**config.mk**
```make
export PLATFORM = sky130hd
export DESIGN_NAME = discharge_param_scheduler
export DESIGN_NICKNAME = d
export VERILOG_FILES = /design/src/rtl/discharge_param_scheduler.sv
export SDC_FILE = /design/constraint.sdc
export NUM_CORES = 1
export LEC_CHECK = 0
export CAP_MARGIN = 10
export CORE_ASPECT_RATIO = 1.5
export CORE_MARGIN = 1
export CORE_UTILIZATION = 30
export CTS_CLUSTER_SIZE = 8
export DETAILED_ROUTE_END_ITERATION = 8
export RECOVER_POWER = 25
export SYNTH_ARGS = -nofsm -noshare
export SYNTH_HDL_FRONTEND = slang
export SYNTH_SLANG_ARGS = --single-unit
```
**constraint.sdc**
```tcl
create_clock -name clk -period 4.25 [get_ports clk]
set_input_delay 1.0625 -clock clk [delete_from_list [all_inputs] [get_ports clk]]
set_output_delay 1.0625 -clock clk [all_outputs]
set_load 0.03 [all_outputs]
```
**src/rtl/discharge_param_scheduler.sv**
```systemverilog
// discharge_param_scheduler: start/stop arbitration and safe-point commit of shadow Ton/Toff/Ip/waveform parameters.
// Optional watchdog on the stop sequence is built when SCHED_STOP_WATCHDOG_EN is defined.
module discharge_param_scheduler #(
  parameter logic [15:0] TON_MIN      = 16'd10,
  parameter logic [15:0] TOFF_MIN     = 16'd20,
  parameter logic [15:0] IP_MAX       = 16'd4000,
  parameter logic [15:0] DEF_TON      = 16'd100,
  parameter logic [15:0] DEF_TOFF     = 16'd400,
  parameter logic [15:0] DEF_IP       = 16'd0,
  parameter logic [15:0] DEF_WAVE     = 16'd0,
  parameter logic [19:0] STOP_TIMEOUT = 20'd100000
) (
  input  logic        clk,
  input  logic        rst_n,
  input  logic        change_ton_req,
  input  logic        change_toff_req,
  input  logic        change_ip_req,
  input  logic        change_wave_req,
  input  logic [15:0] ton_in,
  input  logic [15:0] toff_in,
  input  logic [15:0] ip_in,
  input  logic [15:0] wave_in,
  input  logic        start_req_spi,
  input  logic        stop_req_spi,
  input  logic        start_req_key,
  input  logic        stop_req_key,
  input  logic        pulse_boundary,
  input  logic        gen_idle,
  output logic [15:0] ton_act,
  output logic [15:0] toff_act,
  output logic [15:0] ip_act,
  output logic [15:0] wave_act,
  output logic        commit_strobe,
  output logic        run_en,
  output logic [3:0]  pending,
  output logic        reject,
  output logic        stop_fault
);
  typedef enum logic [1:0] {STOPPED, STARTING, RUNNING, STOPPING} state_t;
  state_t state;
  logic [15:0] sh_ton, sh_toff, sh_ip, sh_wave;
  logic [3:0] req, acc, commit;
  logic start, stop, quiet, timeout;
  assign start = start_req_spi | start_req_key;
  assign stop  = stop_req_spi | stop_req_key;
  assign req   = {change_wave_req, change_ip_req, change_toff_req, change_ton_req};
  assign acc   = req & {1'b1, ip_in <= IP_MAX, toff_in >= TOFF_MIN, ton_in >= TON_MIN};
  // wave may only change while the generator is guaranteed off
  assign quiet  = (state == STOPPED) || (state == STARTING);
  assign commit = pending & {quiet, {3{quiet || (state == RUNNING && pulse_boundary)}}};
`ifdef SCHED_STOP_WATCHDOG_EN
  logic [19:0] wd_cnt, wd_nxt;
  logic fault_q;
  assign wd_nxt     = (wd_cnt == 20'hFFFFF) ? wd_cnt : wd_cnt + 20'd1;
  assign timeout    = (state == STOPPING) && !gen_idle && (wd_nxt == STOP_TIMEOUT);
  assign stop_fault = fault_q;
  always_ff @(posedge clk or negedge rst_n) begin
    if (!rst_n) begin
      wd_cnt  <= '0;
      fault_q <= 1'b0;
    end else begin
      wd_cnt  <= (state == RUNNING && stop) ? 20'd0 : (state == STOPPING) ? wd_nxt : wd_cnt;
      fault_q <= (state == STOPPED && start && !stop) ? 1'b0 : timeout ? 1'b1 : fault_q;
    end
  end
`else
  assign timeout    = 1'b0;
  assign stop_fault = 1'b0;
`endif
  always_ff @(posedge clk or negedge rst_n) begin
    if (!rst_n) begin
      state         <= STOPPED;
      sh_ton        <= DEF_TON;
      sh_toff       <= DEF_TOFF;
      sh_ip         <= DEF_IP;
      sh_wave       <= DEF_WAVE;
      ton_act       <= DEF_TON;
      toff_act      <= DEF_TOFF;
      ip_act        <= DEF_IP;
      wave_act      <= DEF_WAVE;
      pending       <= '0;
      commit_strobe <= 1'b0;
      reject        <= 1'b0;
      run_en        <= 1'b0;
    end else begin
      sh_ton        <= acc[0] ? ton_in : sh_ton;
      sh_toff       <= acc[1] ? toff_in : sh_toff;
      sh_ip         <= acc[2] ? ip_in : sh_ip;
      sh_wave       <= acc[3] ? wave_in : sh_wave;
      ton_act       <= commit[0] ? sh_ton : ton_act;
      toff_act      <= commit[1] ? sh_toff : toff_act;
      ip_act        <= commit[2] ? sh_ip : ip_act;
      wave_act      <= commit[3] ? sh_wave : wave_act;
      pending       <= (pending & ~commit) | acc;
      commit_strobe <= |commit;
      reject        <= |(req & ~acc);
      case (state)
        STOPPED:  if (start && !stop) state <= STARTING;
        STARTING: begin
          state  <= stop ? STOPPED : RUNNING;
          run_en <= !stop;
        end
        RUNNING:  if (stop) begin
          state  <= STOPPING;
          run_en <= 1'b0;
        end
        STOPPING: if (gen_idle || timeout) state <= STOPPED;
        default:  state <= STOPPED;
      endcase
    end
  end
endmodule

```
Yosys cells after proc, flatten, opt, wreduce, memory -nomap -nowiden --
Index checks and enable logic that the tools add are counted.
Word-level totals: logic and storage cells 49, bits in registers 137, input port bits 76
Operators by class: bitwise operators 9, order comparisons 3, reduce and logical (&&, ||, !) cells 11, equal/unequal tests 6, muxes and demuxes 7
Operators by type and width (count):
- AND 4 bit | 4
- >= comparator 16 x 4 -> 1 bit, second input constant | 1
- >= comparator 16 x 5 -> 1 bit, second input constant | 1
- <= comparator 16 x 12 -> 1 bit, second input constant | 1
- two-way mux 2 bit | 4
- NOT 4 bit | 2
- one-hot mux 2 bit (4 select lines) | 1
- OR reduction 4 bit | 2
- equality test 2 bit, second input constant | 2
- != test 2 bit, second input constant | 2
- bitwise OR 4 bit | 1
- AND reduction 3 bit | 1
- equality test 2 x 1 -> 1 bit, second input constant | 1
- logical AND 1 bit | 2
- logical NOT 2 bit | 1
- logical OR 1 bit | 2
- != test 2 x 1 -> 1 bit, second input constant | 1
- bitwise OR 1 bit | 2
- one-hot mux 1 bit (2 select lines) | 1
- AND reduction 2 bit | 1
- nonzero test 2 bit | 1
- logical NOT 1 bit | 1
- two-way mux 1 bit | 1

Depth between registers and ports, before layout --
depth in word-level cells 7, depth in mapped cells 6, mapped depth without buffers 4

Worst setup path before layout --
Ideal clock, no wire load.
kind input-to-reg, from in ip_in[15], to reg sh_ip[10], data arrival time 2.490 ns, setup time 0.125 ns, stages 4, slack 1.636 ns, buffers on the path 1, data required time 4.125 ns, path through or4_4 -> a211oi_4 -> buf_6 -> mux2_2
Between the ends: cells in the longest elaborated chain, start to end 2
RTL lines:
- start, declared | line 21 | input logic [15:0] ip_in,
- <= comparator 16 x 12 -> 1 bit | line 47 | assign acc = req & {1'b1, ip_in <= IP_MAX, toff_in >= TOFF_MIN, ton_in >= TON_MIN};
- AND 4 bit | line 47
- end signal, assigned | line 88 | sh_ip <= acc[2] ? ip_in : sh_ip;
- end, declared | line 41 | logic [15:0] sh_ton, sh_toff, sh_ip, sh_wave;
No other way between the ends. A chain may end at the register's enable or synchronous reset.

Final worst setup path --
from in ton_in[7], to reg sh_ton[9]
Between the ends: cells in the longest elaborated chain, start to end 2
RTL lines:
- start, declared | line 19 | input logic [15:0] ton_in,
- >= comparator 16 x 4 -> 1 bit | line 47
- AND 4 bit | line 47
- end signal, assigned | line 86 | sh_ton <= acc[0] ? ton_in : sh_ton;
- end, declared | line 41
No other way between the ends.

==> impl_summary.log <==
INFO  metric status = complete, but fails checks
INFO  metric violated_checks = max-capacitance violations, max-slew violations
INFO  metric clock_tree_from_tritoncts = built
INFO  metric end_kind = flip-flop
INFO  metric pwr_density_cell = 715 nW/µm²
INFO  metric number_of_detailed_routing_iterations_run_before_antenna_repair = 6
INFO  metric timing.critical_path.from = ton_in[7]
INFO  metric number_of_global_route_vias_before_repair = 3513
INFO  metric synth.net_count = 411
INFO  metric yosys.area_share.simple = 3.44%
INFO  metric post_layout_nonfiller_instances = 715
INFO  metric row_count = 59
INFO  metric cp_data_arrival_time = 3360 ps
INFO  metric post_drt_wl_per_cell = 16.6 µm
INFO  metric design.die.area = 18100 µm²
INFO  metric synth_compound_gate_area_share = 2.75%
INFO  metric critPathMaxStageDelay = 670 ps
INFO  metric drc = 0
INFO  metric clkSinkCount = 137
INFO  metric synth.ff_latch_count = 137
INFO  metric synth_xor_area_share = 0.166%
INFO  metric worst_path_dominant_cell_family = simple AND/OR/NAND/NOR gates
INFO  metric relSlewSlack = -69.6%
INFO  metric period_needed = 3070 ps
INFO  metric postCtsResizedCells = 0
INFO  metric timing.final.hold_violations = 0
INFO  metric slew_violations = 106
INFO  metric detail_route.iter0.violations = 67
INFO  metric critical_path_peak_fanout = 17
INFO  metric grt_pass1_wl = 18500 µm
INFO  metric fp.coreArea = 17300 µm²
INFO  metric seqCellArea = 3440 µm²
INFO  metric synth.avg_cell_area = 15.8 µm²
INFO  metric hold_path_class = reg -> reg
INFO  metric critical_path.cell_chain = clkdlybuf4s50_1, nor4_1, nand4_1, nand2_1, mux2_2
INFO  metric portBuffers = 146
INFO  metric placed_cell_count = 683
INFO  metric ir_drop = 0.352 mV
INFO  metric netlist_instances = 335
INFO  metric wl = 11800 µm
INFO  metric dpl.hpwl = 8530 µm
INFO  metric area_growth = 43.4%
INFO  metric antenna_violations_before_repair = 0
INFO  metric hold_path_startpoint = sh_ton[12]$_DFFE_PN0P_
INFO  metric synth.mux.area_fraction = 26.2%
INFO  metric chipWidth = 110 µm
INFO  metric gp_congestion = 0.746
INFO  metric grt_util_all_layers = 13.8%
INFO  metric synth_seq_area_share = 65.2%
INFO  metric totalNegativeSetupSlack = 0 ps
INFO  metric cts.hold.buffers_added = 0
INFO  metric clk_pin_slew_worst_paths = 60 ps
INFO  metric main_combinational_cell_family_by_area_after_synthesis = multiplexers
INFO  metric io_pins = 148
INFO  metric power = 5410 µW
INFO  metric clk-insertion-delay-late = 410 ps
INFO  metric cap_viol_max_count = 1
INFO  metric layout_setup_ws = 1180 ps
INFO  metric cp_launch_type = input port
INFO  metric grt_remaining_overflow = 0
INFO  metric grt_setup_unrepaired = no
INFO  metric critPathRequiredTime = 4530 ps
INFO  metric via_count = 3253
INFO  metric max_slew.worst_pin.slew = 2540 ps
INFO  metric htree_num_levels = 4
INFO  metric deepest_clock_path_buffer_count = 2
INFO  metric initial_cell_density_of_the_core = 30.6%
INFO  metric critical_path.n_buffers_inverters = 1
INFO  metric grt_max_degree = 106
INFO  metric route.detailed.vias_per_inst = 4.55
INFO  metric pre_cts_slack = 697 ps
INFO  metric critical_path.reg2reg.startpoint = state[0]$_DFFE_PN0P_
INFO  metric final_layout_size_suffix_gt1_share = 35.9%
INFO  metric report.final.setup_viol = 0
INFO  metric worst_path_max_delay_cell = nand2_1
INFO  metric crit_type = in -> reg
INFO  metric ys_types = 34
INFO  metric achievable-frequency = 326 MHz
INFO  metric post_synth_instance_area = 5280 µm²
INFO  metric post_synth_fa_ha_maj_area_fraction = 0%
INFO  metric multi_input_comb_area = 1720 µm²
INFO  metric finClkSkew = 9.29 ps
INFO  metric leakagePower = 0.00317 µW
INFO  metric synthesis.yosys.warnings = 0
INFO  metric min_period_over_period = 72.3%
INFO  metric cts-buffers-inserted = 17
INFO  metric die_height = 164 µm
INFO  metric design.final.nets = 565
INFO  metric num_antenna_cells = 0
INFO  metric cts-root-buf = clkbuf_16
INFO  metric postRouteAntennaNets = 0
INFO  metric fillers = 1600
INFO  metric final_core_util = 43.8%
INFO  metric post-cts-setup-buffers = 0
## synth_stat cells
library cell    n  area share (%)
dfrtp_1       125              59
mux2_2        123              26
dfstp_2        12             6.0
buf_2           9            0.85
o21ai_0         8            0.76
inv_1           7            0.50
nor4_1          6            0.71
and2b_2         4            0.66
nand2_1         4            0.28
nor2_1          4            0.28
and2_1          3            0.36
clkbuf_1        3            0.21
nand4_1         3            0.36
a21o_1          2            0.28
a21oi_1         2            0.19
o22ai_1         2            0.24
a211oi_4        1            0.38
a21boi_0        1            0.14
a21o_2          1            0.17
a22o_1          1            0.17
a31oi_1         1            0.12
and4bb_2        1            0.24
buf_1           1           0.071
buf_4           1            0.14
buf_6           1            0.21
clkbuf_2        1           0.095
conb_1          1           0.071
nand2b_1        1            0.12
nor3_1          1           0.095
o21bai_1        1            0.14
o22a_1          1            0.17
or3_1           1            0.12
or4_4           1            0.21
xnor2_1         1            0.17
## where the power goes
group / leakage, µW / switching, µW / internal, µW
clock: 0.000298 / 569 / 946
sequential: 0.00163 / 228 / 1710
combinational: 0.00124 / 1010 / 947
## registers in the layout (all words and copies together), names as in the netlist, named ones only
name	count
ip_act	16
sh_ip	16
sh_toff	16
sh_ton	16
sh_wave	16
toff_act	16
ton_act	16
wave_act	16
pending	4
commit_strobe	1
reject	1
run_en	1
state	1
## path summary, 6_finish.rpt
| kind | cells past startpoint | slack (ps) | endpoint |
|---|---|---|---|
| setup / recovery | 5 | 1180 | sh_ton[9]$_DFFE_PN0P_ |
| hold reg to reg | 1 | 500 | sh_ton[12]$_DFFE_PN0P_ |
| max in group asynchronous | 1 | 1310 | wave_act[0]$_DFFE_PN0P_ |
| hold / removal | 1 | 500 | sh_ton[12]$_DFFE_PN0P_ |
| min in group asynchronous | 1 | 1430 | toff_act[6]$_DFFE_PN0P_ |
| setup reg to reg | 3 | 2210 | ip_act[2]$_DFFE_PN0P_ |
## cell families (layout without fill, tap and decap cells)
kind of cell           after synthesis  after routing
multiplexers                       123            123
buffers and inverters               23            190
other                                1              1
AND/OR/NAND/NOR                     29             29
XOR/XNOR                             1              1
flip-flops                         137            137
AO/OA/AOI/OAI                       21             21
## layer usage
metal  vias up  wire (µm)  global-route usage (%)  part of all wire (%)
li1       1506          -                       -                     -
met4         0        140                    4.96                   1.2
met3        10        655                    4.30                   5.5
met2        85       6150                    23.1                    52
met5         -          0                       0                     0
met1      1652       4900                    16.6                    41
## stage by stage
stage	area, µm²	hold slack [ps]
after floorplan	5280	457
after global placement	6960	477
after detailed placement	6960	484
after CTS	7570	498
after global routing	7570	514
final	7570	499
## final cells by class
class,instances,area share [%]
clock buffers,19,5.85
inverters,7,0.347
multi-input cells,175,22.8
repair buffers,151,19.7
flip-flops and latches,137,45.5
clock inverters,13,2.23
well taps,213,3.52
## cells in the final DEF, fill, tap and decap left out, types with 2 or more instances in the layout
| cell | count |
|---|---|
| a21o_1 | 2 |
| a21oi_1 | 2 |
| and2_1 | 3 |
| and2b_2 | 4 |
| buf_4 | 5 |
| bufinv_16 | 3 |
| clkbuf_16 | 17 |
| clkdlybuf4s50_1 | 145 |
| clkinv_2 | 2 |
| clkinv_4 | 4 |
| dfrtp_1 | 125 |
| dfstp_2 | 12 |
| inv_1 | 7 |
| inv_6 | 3 |
| mux2_2 | 123 |
| nand2_1 | 4 |
| nand4_1 | 3 |
| nor2_1 | 4 |
| nor4_1 | 6 |
| o21ai_0 | 8 |
| o22ai_1 | 2 |
No activity file was read; power rests on OpenSTA's default activity.
